[src/rtl/core_run_ctrl_pkg.sv]
// Shared types for the per-core run controller.
package core_run_ctrl_pkg;

    // Per-core run state, exported on state_o (3 bits per core).
    typedef enum logic [2:0] {
        RESET = 3'd0,
        RUN   = 3'd1,
        DRAIN = 3'd2,
        IDLE  = 3'd3,
        WAKE  = 3'd4,
        HALT  = 3'd5
    } run_state_t;

    // Width of the per-core WAKE down-counter (WAKE_DELAY up to 16).
    localparam int WAKE_CNT_W = 4;

endpackage

[src/rtl/core_run_ctrl_if.sv]
// Bundle between SoC clock/reset/interrupt logic and the per-core run controller.
interface core_run_ctrl_if #(
    parameter int NUM_CORES = 2
);
    logic [NUM_CORES-1:0]   idle_req_i;
    logic [NUM_CORES-1:0]   continue_idle_i;
    logic [NUM_CORES-1:0]   halt_req_i;
    logic [NUM_CORES-1:0]   icache_busy_i;
    logic [NUM_CORES-1:0]   core_rst_o;
    logic [NUM_CORES-1:0]   icache_valid_o;
    logic [3*NUM_CORES-1:0] state_o;
    logic                   all_idle_o;

    // SoC side: drives requests, observes core control.
    modport master (
        output idle_req_i, continue_idle_i, halt_req_i, icache_busy_i,
        input  core_rst_o, icache_valid_o, state_o, all_idle_o
    );

    // Controller side.
    modport slave (
        input  idle_req_i, continue_idle_i, halt_req_i, icache_busy_i,
        output core_rst_o, icache_valid_o, state_o, all_idle_o
    );
endinterface

[src/rtl/core_run_fsm.sv]
// Single-core run FSM: reset release, idle drain, timed wake, debug halt.
module core_run_fsm
    import core_run_ctrl_pkg::*;
#(
    parameter int WAKE_DELAY = 3
) (
    input  logic       clk,
    input  logic       rst,
    input  logic       i_rel,
    input  logic       i_idle,
    input  logic       i_cont,
    input  logic       i_halt,
    input  logic       i_busy,
    output logic       o_core_rst,
    output logic       o_valid,
    output run_state_t o_state
);
    // WAKE is entered with this value and leaves when it has counted down to 0.
    localparam logic [WAKE_CNT_W-1:0] WAKE_LOAD = WAKE_CNT_W'(WAKE_DELAY - 1);

    run_state_t              r_state;
    run_state_t              r_resume;
    logic                    r_wlat;
    logic [WAKE_CNT_W-1:0]   r_wcnt;
    logic                    r_core_rst;
    logic                    r_valid;

    assign o_core_rst = r_core_rst;
    assign o_valid    = r_valid;
    assign o_state    = r_state;

    // State, wake latch, wake counter, resume state and registered outputs.
    always_ff @(posedge clk or negedge rst) begin
        if (!rst) begin
            r_state    <= RESET;
            r_resume   <= RUN;
            r_wlat     <= 1'b0;
            r_wcnt     <= '0;
            r_core_rst <= 1'b1;
            r_valid    <= 1'b0;
        end else begin
            case (r_state)
                RESET: begin
                    // Fetch stays off for the first RUN cycle after release.
                    if (i_rel) begin
                        r_state    <= RUN;
                        r_core_rst <= 1'b0;
                    end
                end
                RUN: begin
                    if (i_halt) begin
                        // A coincident idle is remembered as the resume target.
                        r_state  <= HALT;
                        r_resume <= i_idle ? IDLE : RUN;
                        r_valid  <= 1'b0;
                    end else if (i_idle) begin
                        r_state <= DRAIN;
                        r_wlat  <= 1'b0;
                        r_valid <= 1'b0;
                    end else begin
                        r_valid <= 1'b1;
                    end
                end
                DRAIN: begin
                    if (i_halt) begin
                        r_state  <= HALT;
                        r_resume <= IDLE;
                        r_wlat   <= 1'b0;
                    end else if (!i_busy) begin
                        // A wake seen during the drain skips IDLE entirely.
                        r_wlat <= 1'b0;
                        if (r_wlat || i_cont) begin
                            r_state <= WAKE;
                            r_wcnt  <= WAKE_LOAD;
                        end else begin
                            r_state <= IDLE;
                        end
                    end else if (i_cont) begin
                        r_wlat <= 1'b1;
                    end
                end
                IDLE: begin
                    if (i_halt) begin
                        r_state  <= HALT;
                        r_resume <= IDLE;
                    end else if (i_cont) begin
                        r_state <= WAKE;
                        r_wcnt  <= WAKE_LOAD;
                    end
                end
                WAKE: begin
                    if (i_halt) begin
                        r_state  <= HALT;
                        r_resume <= RUN;
                    end else if (r_wcnt == '0) begin
                        r_state <= RUN;
                        r_valid <= 1'b1;
                    end else begin
                        r_wcnt <= r_wcnt - WAKE_CNT_W'(1);
                    end
                end
                HALT: begin
                    if (!i_halt) begin
                        r_state <= r_resume;
                        r_valid <= (r_resume == RUN);
                    end
                end
                default: begin
                    r_state <= RESET;
                    r_valid <= 1'b0;
                end
            endcase
        end
    end

endmodule

[src/rtl/core_run_ctrl.sv]
// Per-core run controller: staggered reset release and all-idle reduction
// around NUM_CORES independent run FSMs.
module core_run_ctrl
    import core_run_ctrl_pkg::*;
#(
    parameter int NUM_CORES   = 2,
    parameter int RST_STAGGER = 4,
    parameter int WAKE_DELAY  = 3,
    parameter int CNT_W       = 8
) (
    input  logic            clk,
    input  logic            rst,
    core_run_ctrl_if.slave  bus
);
    localparam logic [CNT_W-1:0] CNT_MAX = CNT_W'(NUM_CORES * RST_STAGGER);

    logic [CNT_W-1:0]     r_cnt;
    logic [NUM_CORES-1:0] w_in_idle;
    logic                 r_all_idle;

    assign bus.all_idle_o = r_all_idle;

    // Saturating stagger counter, restarts from 0 on every reset.
    always_ff @(posedge clk or negedge rst) begin
        if (!rst)                r_cnt <= '0;
        else if (r_cnt != CNT_MAX) r_cnt <= r_cnt + CNT_W'(1);
    end

    for (genvar k = 0; k < NUM_CORES; k++) begin : g_core
        logic       w_rel;
        run_state_t w_state;

        // Fires on the update that moves the counter to (k+1)*RST_STAGGER.
        assign w_rel = (r_cnt == CNT_W'((k + 1) * RST_STAGGER - 1));

        core_run_fsm #(
            .WAKE_DELAY (WAKE_DELAY)
        ) u_fsm (
            .clk        (clk),
            .rst        (rst),
            .i_rel      (w_rel),
            .i_idle     (bus.idle_req_i[k]),
            .i_cont     (bus.continue_idle_i[k]),
            .i_halt     (bus.halt_req_i[k]),
            .i_busy     (bus.icache_busy_i[k]),
            .o_core_rst (bus.core_rst_o[k]),
            .o_valid    (bus.icache_valid_o[k]),
            .o_state    (w_state)
        );

        assign bus.state_o[3*k +: 3] = w_state;
        assign w_in_idle[k]          = (w_state == IDLE) || (w_state == HALT);
    end

    // Registered AND of per-core quiescence.
    always_ff @(posedge clk or negedge rst) begin
        if (!rst) r_all_idle <= 1'b0;
        else      r_all_idle <= &w_in_idle;
    end

endmodule

[src/flat_wrapper.sv]
// flat-port wrapper written by rule: the top's interface ports become plain ports
module core_run_ctrl_flat import core_run_ctrl_pkg::*;
#(
    parameter int NUM_CORES   = 2,
    parameter int RST_STAGGER = 4,
    parameter int WAKE_DELAY  = 3,
    parameter int CNT_W       = 8
)
  (clk, rst, bus_idle_req_i, bus_continue_idle_i, bus_halt_req_i, bus_icache_busy_i, bus_core_rst_o, bus_icache_valid_o, bus_state_o, bus_all_idle_o);
  core_run_ctrl_if #(.NUM_CORES(NUM_CORES)) bus_i ();
  input  logic clk;
  input  logic rst;
  input wire logic [$bits(bus_i.idle_req_i)-1:0] bus_idle_req_i;
  input wire logic [$bits(bus_i.continue_idle_i)-1:0] bus_continue_idle_i;
  input wire logic [$bits(bus_i.halt_req_i)-1:0] bus_halt_req_i;
  input wire logic [$bits(bus_i.icache_busy_i)-1:0] bus_icache_busy_i;
  output wire logic [$bits(bus_i.core_rst_o)-1:0] bus_core_rst_o;
  output wire logic [$bits(bus_i.icache_valid_o)-1:0] bus_icache_valid_o;
  output wire logic [$bits(bus_i.state_o)-1:0] bus_state_o;
  output wire logic [$bits(bus_i.all_idle_o)-1:0] bus_all_idle_o;
  assign bus_i.idle_req_i = bus_idle_req_i;
  assign bus_i.continue_idle_i = bus_continue_idle_i;
  assign bus_i.halt_req_i = bus_halt_req_i;
  assign bus_i.icache_busy_i = bus_icache_busy_i;
  assign bus_core_rst_o = bus_i.core_rst_o;
  assign bus_icache_valid_o = bus_i.icache_valid_o;
  assign bus_state_o = bus_i.state_o;
  assign bus_all_idle_o = bus_i.all_idle_o;
  core_run_ctrl #(.NUM_CORES(NUM_CORES), .RST_STAGGER(RST_STAGGER), .WAKE_DELAY(WAKE_DELAY), .CNT_W(CNT_W)) u_core (.clk(clk), .rst(rst), .bus(bus_i));
endmodule
[config.mk]
export PLATFORM = sky130hd
export DESIGN_NAME = core_run_ctrl_flat
export DESIGN_NICKNAME = d
export VERILOG_FILES = /design/src/rtl/core_run_ctrl_pkg.sv /design/src/rtl/core_run_ctrl_if.sv /design/src/rtl/core_run_fsm.sv /design/src/rtl/core_run_ctrl.sv /design/src/flat_wrapper.sv
export SDC_FILE = /design/constraint.sdc
export NUM_CORES = 1
export LEC_CHECK = 0
export ABC_AREA = 1
export BUFFER_PORTS_ARGS = -buffer_cell sky130_fd_sc_hd__buf_2
export CAP_MARGIN = 5
export CORE_ASPECT_RATIO = 1.5
export CORE_MARGIN = 4
export CORE_UTILIZATION = 31
export CTS_CLUSTER_DIAMETER = 120
export CTS_CLUSTER_SIZE = 40
export DETAILED_ROUTE_END_ITERATION = 8
export HOLD_SLACK_MARGIN = 0.02
export PLACE_DENSITY = 0.53
export SETUP_SLACK_MARGIN = 0.05
export SLEW_MARGIN = 20
export SYNTH_ARGS = -nofsm -noshare
export SYNTH_HDL_FRONTEND = slang
export SYNTH_SLANG_ARGS = --single-unit
export TNS_END_PERCENT = 20
[constraint.sdc]
create_clock -name clk -period 1.6 [get_ports clk]
set_input_delay 0 -clock clk [delete_from_list [all_inputs] [get_ports clk]]
set_output_delay 0 -clock clk [all_outputs]
set_load 0.1 [all_outputs]
Word-level counts from Yosys, hierarchy flattened --
Index checks and enable logic that the tools add are counted.
Storage, ports and cells: register bits 35, bits of input ports 10, output and inout port bits 11
Cells by class: $add $sub $neg 3, eq/ne operators 55, mux-type cells 74, bitwise operators 2, reductions and logical operators 31
Operator list (number):
- $mux 3 | 28
- $mux 4 | 14
- $ne 2x2->1 const B | 28
- $pmux 3 s6 | 2
- $ne 3x3->1 const B | 8
- $pmux 4 s3 | 2
- $reduce_and 4->1 | 6
- $mux 1 | 20
- $pmux 3 s3 | 2
- $reduce_and 8->1 | 2
- $eq 3x1->1 const B | 4
- $eq 3x2->1 const B | 4
- $eq 3x3->1 const B | 4
- $reduce_and 6->1 | 2
- $reduce_bool 3->1 | 4
- $add 8x1->8 const B | 1
- $eq 8x2->1 const B | 1
- $eq 8x3->1 const B | 1
- $logic_not 4->1 | 2
- $ne 4x4->1 const B | 2
- $ne 8x4->1 const B | 1
- $pmux 1 s4 | 2
- $sub 4x1->4 const B | 2
- $logic_not 3->1 | 2
- other kinds (9) | 21

Longest topological paths before layout --
Gate-level depths: netlist (run 1).
depth in word-level cells 5, depth in mapped cells 10

Hierarchy --
Synthesis (run 1) repeated with hierarchy kept, for this count alone.
Second synthesis, totals: cells, all modules 323, area total of the unflattened synthesis 2327.2 sq um
Modules (own cells, without submodules):
- core_run_fsm | times used 2, cells each 130, area each 917.1 sq um, sequential area each 276.5 sq um
- core_run_ctrl | times used 1, cells each 63, area each 493.0 sq um, sequential area each 225.2 sq um

Worst setup path before layout (run 1) --
No wires, ideal clock.
path kind flip-flop to flip-flop, start point register u_core.g_core[0].u_fsm.r_state[2], end point register u_core.g_core[0].u_fsm.r_state[0], data arrival time 1912 ps, required time 1477 ps, slack -435 ps, cell stages (with the launch flop) 10, buffers on the path 0, path through dfrtp_1 > inv_2 > nand2_2 > nor2_4 > inv_2 > nor2_4 > nor2_2 > nand3_1 > nand2_1 > nand2_1
Between the ends: longest elaborated chain between the ends 3, elaborated cells between the ends (all ways) 14
Ends and longest elaborated chain:
- start, declared | line core_run_fsm.sv:21 | run_state_t r_state;
- start signal, assigned | line core_run_fsm.sv:104 | r_state <= r_resume;
- $eq 3x3->1, or another cell as far along | line core_run_fsm.sv:42 | case (r_state)
- $ne 3x3->1 (no source line) or $ne 2x2->1 (tied branches)
- $reduce_and 6->1 (no source line)
Parallel ways exist; a longest one is shown, timed or not. A chain may end at the register's enable or synchronous reset.

Final worst setup path (run 1) --
start point register u_core.g_core[0].u_fsm.r_state[0], end point register u_core.g_core[0].u_fsm.r_wcnt[2]
Between the ends: longest elaborated chain between the ends 3, elaborated cells between the ends (all ways) 13
Ends and longest elaborated chain:
- $eq 3x3->1 or $eq 3x2->1 (tied branches) | line core_run_fsm.sv:42
- $ne 2x2->1 (no source line) or $reduce_bool 3->1 (tied branches)
- $reduce_and 8->1 (no source line)
- end signal, assigned | line core_run_fsm.sv:99 | r_wcnt <= r_wcnt - WAKE_CNT_W'(1);
- end, declared | line core_run_fsm.sv:24 | logic [WAKE_CNT_W-1:0] r_wcnt;
Parallel ways exist; a longest one is shown, timed or not.

==> results of run 1 <==
==> area by class of cell <==
type,count,area share (%)
Tap cell,76,4.01
Multi-Input combinational cell,216,47.8
Timing Repair Buffer,26,6.43
Clock buffer,7,3.22
Inverter,32,5.17
Sequential cell,31,33.2
Clock inverter,1,0.211
==> per-layer routing <==
| layer | GRT usage (%) | up-vias | wire, um |
|---|---|---|---|
| li1 | - | 953 | - |
| met1 | 14.5 | 826 | 1920 |
| met2 | 23.4 | 48 | 2490 |
| met3 | 2.79 | 14 | 232 |
| met4 | 5.22 | 0 | 130 |
| met5 | 0 | - | 0 |
==> stage by stage <==
stage / setup slack [ns] / hold slack [ns] / area (um^2)
floorplan: 0.0176 / -0.296 / 2080
global placement: 0.159 / 0.111 / 2230
detailed placement: 0.139 / 0.123 / 2230
CTS: 0.119 / 0.0849 / 2340
global route: 0.0347 / 0.114 / 2370
finish: 0.155 / 0.0888 / 2370
==> kinds of logic after synthesis <==
kind of cell,synth area share [%]
XOR/XNOR,3.82
flip-flops,37.7
AND/OR/NAND/NOR,37.6
buffers and inverters,8.06
AO/OA/AOI/OAI,9.81
adder cells (fa/ha/maj),3.03
==> flip-flops by register name, indices dropped and copies added, names as in the netlist <==
name	count
u_core.g_core.u_fsm.r_wlat	2
u_core.g_core.u_fsm.r_wcnt	8
u_core.g_core.u_fsm.r_resume	2
u_core.r_cnt	8
u_core.bus.all_idle_o	1
u_core.g_core.u_fsm.o_state	6
u_core.g_core.u_fsm.o_valid	2
u_core.g_core.u_fsm.o_core_rst	2
==> how the worst max path moves through the flow <==
stage	startpoint	endpoint	slack [ns]	depth (start not counted)
2_1_floorplan	u_core.g_core[1].u_fsm.o_state[2]$_DFFE_PN0P_	u_core.g_core[1].u_fsm.o_state[2]$_DFFE_PN0P_	0.02	9
3_3_place_gp	u_core.r_cnt[1]$_DFFE_PN0P_	u_core.g_core[1].u_fsm.o_state[2]$_DFFE_PN0P_	0.16	10
3_5_place_dp	u_core.g_core[1].u_fsm.r_wcnt[0]$_DFFE_PN0P_	u_core.g_core[1].u_fsm.o_state[2]$_DFFE_PN0P_	0.14	9
4_1_cts	u_core.g_core[0].u_fsm.o_state[2]$_DFFE_PN0P_	u_core.g_core[0].u_fsm.r_wcnt[2]$_DFFE_PN0P_	0.12	9
5_1_grt	u_core.g_core[0].u_fsm.o_state[1]$_DFFE_PN0P_	u_core.g_core[0].u_fsm.o_state[2]$_DFFE_PN0P_	0.03	9
6_report	u_core.g_core[0].u_fsm.o_state[0]$_DFFE_PN0P_	u_core.g_core[0].u_fsm.r_wcnt[2]$_DFFE_PN0P_	0.15	8
==> power breakdown <==
group	switching, mW	internal [mW]	total [mW]
combinational	1.68	0.640	2.32
sequential	0.221	0.995	1.22
clock	0.297	0.305	0.602
total	2.20	1.94	4.14
==> critical path: stages (launching register included) <==
cell                      delay [ns]
sky130_fd_sc_hd__dfrtp_2        0.48
sky130_fd_sc_hd__inv_2          0.15
sky130_fd_sc_hd__nand2_2        0.08
sky130_fd_sc_hd__nor2_4         0.17
sky130_fd_sc_hd__o21ai_1        0.08
sky130_fd_sc_hd__nor2_1         0.12
sky130_fd_sc_hd__nand2_1        0.13
sky130_fd_sc_hd__nand2_1        0.08
sky130_fd_sc_hd__nand2_1        0.05
==> what timing repair did <==
action | CTS | global route
setup buffers | 0 | 2
gates resized for setup | 0 | 6
hold buffers | 3 | 0
setup endpoints to repair | 0 | 10
endpoints found under the hold margin | 31 | 0
==> placed cells by master, fill, tap and decap left out, drive strengths merged, types with 7 or more instances in the layout <==
cell	n
nand2	94
nor2	42
inv	32
dfrtp	29
nand3	23
buf	23
o21ai	19
a21oi	8
nor3	7
clkbuf	7
==> flow_summary.html, run 1 <==
<table>
<tr><th>Metric</th><th>Value</th></tr>
<tr><th colspan="2">Route</th></tr>
<tr><td>Number of nets still failing antenna checks after routing</td><td>0</td></tr>
<tr><td>Total routed wirelength</td><td>between 4 and 5 mm</td></tr>
<tr><td>Number of search-and-repair iterations in the first detailed-routing pass</td><td>4</td></tr>
<tr><td>Routed length per instance</td><td>around 12 um</td></tr>
<tr><td>Drt via density</td><td>4.73</td></tr>
<tr><td>Drt drc</td><td>0</td></tr>
<tr><td>Via total after detailed routing</td><td>about 1,800</td></tr>
<tr><td>Number of violations reported at the end of detailed-routing iteration 0</td><td>98</td></tr>
<tr><th colspan="2">Worst setup path</th></tr>
<tr><td>Largest fanout on the critical path</td><td>7</td></tr>
<tr><td>Path type of the worst setup path</td><td>flip-flop to flip-flop</td></tr>
<tr><td>Data arrival time of the worst path</td><td>between 1.5 and 2 ns</td></tr>
<tr><td>FF-to-FF Start</td><td>u_core.g_core[0].u_fsm.o_state[0]$_DFFE_PN0P_</td></tr>
<tr><td>Worst R2R End</td><td>u_core.g_core[0].u_fsm.r_wcnt[2]$_DFFE_PN0P_</td></tr>
<tr><td>CP Launch Type</td><td>flip-flop</td></tr>
<tr><td>Crit. End Element</td><td>flip-flop</td></tr>
<tr><td>Worst Path Required</td><td>~1.8 ns</td></tr>
<tr><td>FF-to-FF setup slack</td><td>0.15 ns</td></tr>
<tr><td>FF-to-FF path depth</td><td>8</td></tr>
<tr><th colspan="2">Timing</th></tr>
<tr><td>Clock Skews</td><td>approximately 0.0060 ns</td></tr>
<tr><td>Transition time at the pin with the least slew margin</td><td>slightly above 0.7 ns</td></tr>
<tr><td>Unrepaired setup endpoints after global routing</td><td>true</td></tr>
<tr><td>Total setup violations reported at the end of the flow</td><td>0</td></tr>
<tr><td>Final critical-path share of the clock period</td><td>90.3%</td></tr>
<tr><td>Fin crit period</td><td>about 1.4 ns</td></tr>
<tr><td>FMAX</td><td>between 600 and 700 MHz</td></tr>
<tr><td>Setup TNS after final layout</td><td>0 ns</td></tr>
<tr><td>Number of failing hold endpoints at the final stage</td><td>0</td></tr>
<tr><td>Final max-slew violation count</td><td>0</td></tr>
<tr><td>Worst-case headroom to the max-slew limit</td><td>51.7%</td></tr>
<tr><th colspan="2">Final layout</th></tr>
<tr><td>Multi-input combinational cell area</td><td>1130 um^2</td></tr>
<tr><td>Seq. cell area</td><td>788 um^2</td></tr>
<tr><td>Layout cell share with drive strength beyond 1</td><td>approximately 25%</td></tr>
<tr><td>Number of filler instances in the final layout</td><td>742</td></tr>
<tr><td>NumNets Final</td><td>about 330</td></tr>
<tr><td>Synthesis-to-finish area growth</td><td>14.9%</td></tr>
<tr><td>End-of-flow core utilization</td><td>36.6%</td></tr>
<tr><td>Number of antenna repair diodes</td><td>0</td></tr>
<tr><td>Final standard cell count with taps included and fillers excluded</td><td>between 300 and 400</td></tr>
<tr><th colspan="2">Clock network</th></tr>
<tr><td>CTS Root Buffer Type</td><td>sky130_fd_sc_hd__clkbuf_8</td></tr>
<tr><td>Buffers from clock root to sink, at most</td><td>2</td></tr>
<tr><td>Number of clock buffers inserted by TritonCTS</td><td>5</td></tr>
<tr><td>Clock latency on the worst-skew pair</td><td>0.28 ns</td></tr>
<tr><td>H-Tree Level Count</td><td>2</td></tr>
<tr><td>Reg clk slew, reported paths</td><td>0.07 ns</td></tr>
<tr><td>Clock tree from TritonCTS</td><td>done</td></tr>
<tr><td>Total clock sinks</td><td>31</td></tr>
<tr><th colspan="2">Floorplanning</th></tr>
<tr><td>Initial core utilization</td><td>31.8%</td></tr>
<tr><td>Rows</td><td>36</td></tr>
<tr><td>Top-level I/O count</td><td>21</td></tr>
<tr><td>Placeable core region</td><td>roughly 6500 um^2</td></tr>
<tr><td>Area of the die</td><td>between 8000 and 9000 um^2</td></tr>
<tr><td>DIE WIDTH</td><td>between 70 and 80 um</td></tr>
<tr><td>Die height</td><td>108 um</td></tr>
<tr><th colspan="2">Logic synthesis</th></tr>
<tr><td>Library cell occupying the most area in the post-synthesis netlist</td><td>sky130_fd_sc_hd__dfrtp_1</td></tr>
<tr><td>Commonest cells in the synthesized netlist</td><td>sky130_fd_sc_hd__nand2_1 (83), sky130_fd_sc_hd__nor2_1 (30), sky130_fd_sc_hd__dfrtp_1 (29), sky130_fd_sc_hd__inv_1 (25), sky130_fd_sc_hd__nand3_1 (22)</td></tr>
<tr><td>Share of the synthesized area in the top cell type</td><td>roughly a third</td></tr>
<tr><td>Post-synthesis sequential area ratio</td><td>~38%</td></tr>
<tr><td>Post-synthesis instance total</td><td>285</td></tr>
<tr><td>Top cells by area, synth</td><td>sky130_fd_sc_hd__dfrtp_1 (35%), sky130_fd_sc_hd__nand2_1 (15%), sky130_fd_sc_hd__nor2_1 (5.5%), sky130_fd_sc_hd__nand3_1 (5.3%), sky130_fd_sc_hd__inv_1 (4.5%)</td></tr>
<tr><td>Most used standard cell by instance count after synthesis</td><td>sky130_fd_sc_hd__nand2_1</td></tr>
<tr><td>Area of the mapped netlist</td><td>about 2100 um^2</td></tr>
<tr><td>Unique cell type count in the Yosys netlist</td><td>32</td></tr>
<tr><td>FF+latch count, synth</td><td>31</td></tr>
<tr><td>Count of flip-flops with a built-in enable after synthesis</td><td>0</td></tr>
<tr><td>Number of synthesis warnings</td><td>0</td></tr>
<tr><td>Average footprint of a synthesized cell</td><td>7.25 um^2</td></tr>
<tr><td>Dominant register cell in the synthesized netlist</td><td>sky130_fd_sc_hd__dfrtp_1</td></tr>
<tr><td>Net count after synthesis</td><td>300</td></tr>
<tr><td>FFs w/ async S/R, synth</td><td>100%</td></tr>
<tr><th colspan="2">Placement</th></tr>
<tr><td>Final weighted congestion in routability-driven placement</td><td>roughly 0.95</td></tr>
<tr><td>Total half-perimeter wirelength after legalization and detailed placement</td><td>between 3 and 4 mm</td></tr>
<tr><td>Number of I/O port buffers</td><td>20</td></tr>
<tr><td>Dpl cells</td><td>376</td></tr>
<tr><th colspan="2">Global route</th></tr>
<tr><td>Remaining global-route overflow</td><td>0</td></tr>
<tr><td>Antenna violations before repair</td><td>0</td></tr>
<tr><td>Pin count of the biggest net entering global routing</td><td>32</td></tr>
<tr><td>Vias in the first global route</td><td>between 1,500 and 2,000</td></tr>
<tr><td>First-pass GRT wire length</td><td>8.09 mm</td></tr>
<tr><td>GRT Total Usage</td><td>a little over an eighth</td></tr>
<tr><th colspan="2">Worst hold path</th></tr>
<tr><td>Hold Path Depth</td><td>4</td></tr>
<tr><td>Endpoint, Worst Hold</td><td>u_core.g_core[1].u_fsm.r_wlat$_DFFE_PN0P_</td></tr>
<tr><td>Worst Hold Launch</td><td>bus_idle_req_i[1]</td></tr>
<tr><td>Tightest Hold Check Type</td><td>primary input to flip-flop</td></tr>
<tr><th colspan="2">Pwr</th></tr>
<tr><td>Lkg Pwr</td><td>around 1.3 nW</td></tr>
<tr><td>Worst supply voltage drop on vdd</td><td>roughly 0.0010 V</td></tr>
<tr><td>Power per standard cell area</td><td>about 1700 nW/um^2</td></tr>
<tr><td>Post-layout power</td><td>around 4.1 mW</td></tr>
<tr><th colspan="2">Status</th></tr>
<tr><td>Outcome</td><td>completed</td></tr>
<tr><th colspan="2">Job</th></tr>
<tr><td># Max-Cap Violations</td><td>0</td></tr>
</table>
Note: power is estimated with default switching activity, not from simulation.
==> run 2: changes to the inputs <==
--- a/config.mk
+++ b/config.mk
@@ -9,13 +9,12 @@
 export BUFFER_PORTS_ARGS = -buffer_cell sky130_fd_sc_hd__buf_2
 export CAP_MARGIN = 5
 export CORE_ASPECT_RATIO = 1.5
-export CORE_MARGIN = 4
 export CORE_UTILIZATION = 31
 export CTS_CLUSTER_DIAMETER = 120
 export CTS_CLUSTER_SIZE = 40
 export DETAILED_ROUTE_END_ITERATION = 8
 export HOLD_SLACK_MARGIN = 0.02
-export PLACE_DENSITY = 0.53
+export PLACE_DENSITY = 0.55
 export SETUP_SLACK_MARGIN = 0.05
 export SLEW_MARGIN = 20
 export SYNTH_ARGS = -nofsm -noshare
==> constraint.sdc (replaced) <==
create_clock -name clk -period 1.3 [get_ports clk]
set_input_delay 0 -clock clk [delete_from_list [all_inputs] [get_ports clk]]
set_output_delay 0 -clock clk [all_outputs]
set_load 0.1 [all_outputs]
==> flow_summary.html, run 2 (same netlist as run 1, synthesis figures left out) <==
<table>
<tr><th>Metric</th><th>Value</th></tr>
<tr><th colspan="2">Placement</th></tr>
<tr><td>Number of I/O port buffers</td><td>20</td></tr>
<tr><td>Total half-perimeter wirelength after legalization and detailed placement</td><td>~4 mm</td></tr>
<tr><td>Final weighted congestion in routability-driven placement</td><td>between 0.8 and 0.9</td></tr>
<tr><th colspan="2">Worst setup path</th></tr>
<tr><td>CP Launch Type</td><td>flip-flop</td></tr>
<tr><td>FF-to-FF path depth</td><td>8</td></tr>
<tr><td>Data arrival time of the worst path</td><td>roughly 1.6 ns</td></tr>
<tr><td>Crit. End Element</td><td>flip-flop</td></tr>
<tr><td>Path type of the worst setup path</td><td>flip-flop to flip-flop</td></tr>
<tr><td>FF-to-FF setup slack</td><td>-0.08 ns</td></tr>
<tr><td>Largest fanout on the critical path</td><td>5</td></tr>
<tr><td>Startpoint of the most critical setup path</td><td>u_core.g_core[0].u_fsm.o_state[1]$_DFFE_PN0P_</td></tr>
<tr><td>FF-to-FF Start</td><td>u_core.g_core[0].u_fsm.o_state[1]$_DFFE_PN0P_</td></tr>
<tr><td>Worst Path Required</td><td>1.48 ns</td></tr>
<tr><td>Critical path destination</td><td>u_core.g_core[0].u_fsm.r_wcnt[1]$_DFFE_PN0P_</td></tr>
<tr><td>Worst R2R End</td><td>u_core.g_core[0].u_fsm.r_wcnt[1]$_DFFE_PN0P_</td></tr>
<tr><th colspan="2">Global route</th></tr>
<tr><td>Pin count of the biggest net entering global routing</td><td>20</td></tr>
<tr><td>First-pass GRT wire length</td><td>8.84 mm</td></tr>
<tr><td>Remaining global-route overflow</td><td>0</td></tr>
<tr><td>Vias in the first global route</td><td>2,105</td></tr>
<tr><td>Antenna violations before repair</td><td>0</td></tr>
<tr><td>GRT Total Usage</td><td>around 17%</td></tr>
<tr><th colspan="2">Final layout</th></tr>
<tr><td>Commonest non-fill, non-tap cell in the layout</td><td>sky130_fd_sc_hd__nand2_1</td></tr>
<tr><td>Layout cell share with drive strength beyond 1</td><td>44.3%</td></tr>
<tr><td>Synthesis-to-finish area growth</td><td>44.9%</td></tr>
<tr><td>Multi-input combinational cell area</td><td>between 1000 and 1500 um^2</td></tr>
<tr><td>Number of filler instances in the final layout</td><td>roughly 700</td></tr>
<tr><td>NumNets Final</td><td>about 370</td></tr>
<tr><td>Seq. cell area</td><td>approximately 800 um^2</td></tr>
<tr><td>Most frequent cells in the layout</td><td>sky130_fd_sc_hd__nand2_1 (75), sky130_fd_sc_hd__buf_4 (46), sky130_fd_sc_hd__dfrtp_1 (22)</td></tr>
<tr><td>Number of antenna repair diodes</td><td>0</td></tr>
<tr><td>End-of-flow core utilization</td><td>between 40% and 50%</td></tr>
<tr><th colspan="2">Clock network</th></tr>
<tr><td>H-Tree Level Count</td><td>2</td></tr>
<tr><td>Clock tree from TritonCTS</td><td>done</td></tr>
<tr><td>Reg clk slew, reported paths</td><td>roughly 0.080 ns</td></tr>
<tr><td>Total clock sinks</td><td>31</td></tr>
<tr><td>CTS Root Buffer Type</td><td>sky130_fd_sc_hd__clkbuf_8</td></tr>
<tr><td>Buffers from clock root to sink, at most</td><td>2</td></tr>
<tr><td>Number of clock buffers inserted by TritonCTS</td><td>5</td></tr>
<tr><td>Clock latency on the worst-skew pair</td><td>roughly 0.28 ns</td></tr>
<tr><th colspan="2">Timing</th></tr>
<tr><td>Total setup violations reported at the end of the flow</td><td>17</td></tr>
<tr><td>Worst hold margin</td><td>just under 0.09 ns</td></tr>
<tr><td>Number of failing hold endpoints at the final stage</td><td>0</td></tr>
<tr><td>Clock Skews</td><td>about 0.011 ns</td></tr>
<tr><td>Unrepaired setup endpoints after global routing</td><td>true</td></tr>
<tr><td>Final critical-path share of the clock period</td><td>106%</td></tr>
<tr><td>Final max-slew violation count</td><td>0</td></tr>
<tr><td>Worst-case headroom to the max-slew limit</td><td>67.0%</td></tr>
<tr><td>FMAX</td><td>between 700 and 800 MHz</td></tr>
<tr><td>Fin crit period</td><td>between 1 and 1.5 ns</td></tr>
<tr><td>Worst setup slack after layout</td><td>-0.0767 ns</td></tr>
<tr><td>Transition time at the pin with the least slew margin</td><td>about 0.5 ns</td></tr>
<tr><td>Setup TNS after final layout</td><td>-0.804 ns</td></tr>
<tr><th colspan="2">Status</th></tr>
<tr><td>Outcome</td><td>finished with violations</td></tr>
<tr><td>Violations in the final reports</td><td>setup timing</td></tr>
<tr><th colspan="2">Route</th></tr>
<tr><td>Total routed wirelength</td><td>5.41 mm</td></tr>
<tr><td>Drt via density</td><td>around 4.7</td></tr>
<tr><td>Drt drc</td><td>0</td></tr>
<tr><td>Routed length per instance</td><td>approximately 12 um</td></tr>
<tr><td>Number of nets still failing antenna checks after routing</td><td>0</td></tr>
<tr><td>Via total after detailed routing</td><td>between 2,000 and 2,500</td></tr>
<tr><td>Number of search-and-repair iterations in the first detailed-routing pass</td><td>4</td></tr>
<tr><td>Number of violations reported at the end of detailed-routing iteration 0</td><td>66</td></tr>
<tr><th colspan="2">Pwr</th></tr>
<tr><td>Power per standard cell area</td><td>roughly 2200 nW/um^2</td></tr>
<tr><td>Worst supply voltage drop on vdd</td><td>0.000819 V</td></tr>
<tr><td>Lkg Pwr</td><td>between 1.5 and 2 nW</td></tr>
<tr><td>Post-layout power</td><td>6.54 mW</td></tr>
<tr><th colspan="2">Floorplanning</th></tr>
<tr><td>Rows</td><td>36</td></tr>
<tr><td>Initial core utilization</td><td>a little under a third</td></tr>
<tr><td>Placeable core region</td><td>between 6000 and 7000 um^2</td></tr>
<tr><td>Area of the die</td><td>between 7000 and 8000 um^2</td></tr>
<tr><td>Die height</td><td>between 100 and 150 um</td></tr>
<tr><td>DIE WIDTH</td><td>68.7 um</td></tr>
<tr><td>Top-level I/O count</td><td>21</td></tr>
<tr><th colspan="2">Worst hold path</th></tr>
<tr><td>Tightest Hold Check Type</td><td>primary input to flip-flop</td></tr>
<tr><th colspan="2">Job</th></tr>
<tr><td># Max-Cap Violations</td><td>0</td></tr>
</table>
run 2: changes by cell type in the layout (fill, tap and decap cells not counted), sizes merged:
cell,previous run,this run
buf,23,65
bufinv,0,1
clkbuf,7,8
run 2: metrics by stage:
stage / setup slack, ns / instances / area [um^2]
floorplan: -0.146 / 285 / 2110
global placement: -0.139 / 414 / 2600
detailed placement: -0.169 / 414 / 2600
CTS: -0.0779 / 427 / 2890
global route: -0.182 / 433 / 2990
finish: -0.0767 / 433 / 2990
run 2: power breakdown:
| group | switching [mW] | internal, mW |
|---|---|---|
| Combinational | 2.48 | 1.52 |
| Sequential | 0.271 | 1.25 |
| Clock | 0.404 | 0.621 |
run 2: worst min-delay path by stage:
stage | from | end | slack, ns | cells after the start
2_1_floorplan | rst | u_core.bus.all_idle_o$_DFF_PN0_ | -0.30 | 0
3_3_place_gp | rst | u_core.r_cnt[1]$_DFFE_PN0P_ | -0.07 | 1
3_5_place_dp | rst | u_core.r_cnt[1]$_DFFE_PN0P_ | -0.07 | 1
4_1_cts | bus_idle_req_i[1] | u_core.g_core[1].u_fsm.r_wlat$_DFFE_PN0P_ | 0.1 | 4
5_1_grt | bus_idle_req_i[1] | u_core.g_core[1].u_fsm.r_wlat$_DFFE_PN0P_ | 0.12 | 4
6_report | bus_idle_req_i[1] | u_core.g_core[1].u_fsm.r_wlat$_DFFE_PN0P_ | 0.09 | 4
run 2: per-layer routing:
metal  global-route usage (%)  part of all wire (%)  vias to the layer above
met4                     6.25                   2.6                        0
met1                     18.0                    39                      939
met5                        0                     0                        -
li1                         -                     -                     1043
met3                     2.90                   2.5                       13
met2                     31.4                    56                       35
run 2: what timing repair did:
item / CTS / global route
pin swaps: 13 / 17
hold buffers: 3 / 0
endpoints found under the setup margin: 26 / 27
resized for setup: 42 / 20
setup buffers: 3 / 6
hold endpoints to repair: 32 / 0
run 2: worst max-delay path, stage by stage, from the launching register on:
cell and delay [ns]:
sky130_fd_sc_hd__dfrtp_4 0.53, sky130_fd_sc_hd__inv_4 0.09, sky130_fd_sc_hd__nand2_4 0.05, sky130_fd_sc_hd__nor2_4 0.15, sky130_fd_sc_hd__o21ai_2 0.07, sky130_fd_sc_hd__nor2_2 0.15, sky130_fd_sc_hd__nand2_2 0.10, sky130_fd_sc_hd__nand2_1 0.07
sky130_fd_sc_hd__nand2_1 0.05
run 2: area by class of cell:
cell class | instances | share of cell area, %
Clock buffer | 6 | 2.76
Clock inverter | 2 | 1.17
Inverter | 32 | 4.60
Multi-Input combinational cell | 216 | 43.4
Sequential cell | 31 | 26.8
Tap cell | 76 | 3.18
Timing Repair Buffer | 70 | 18.1
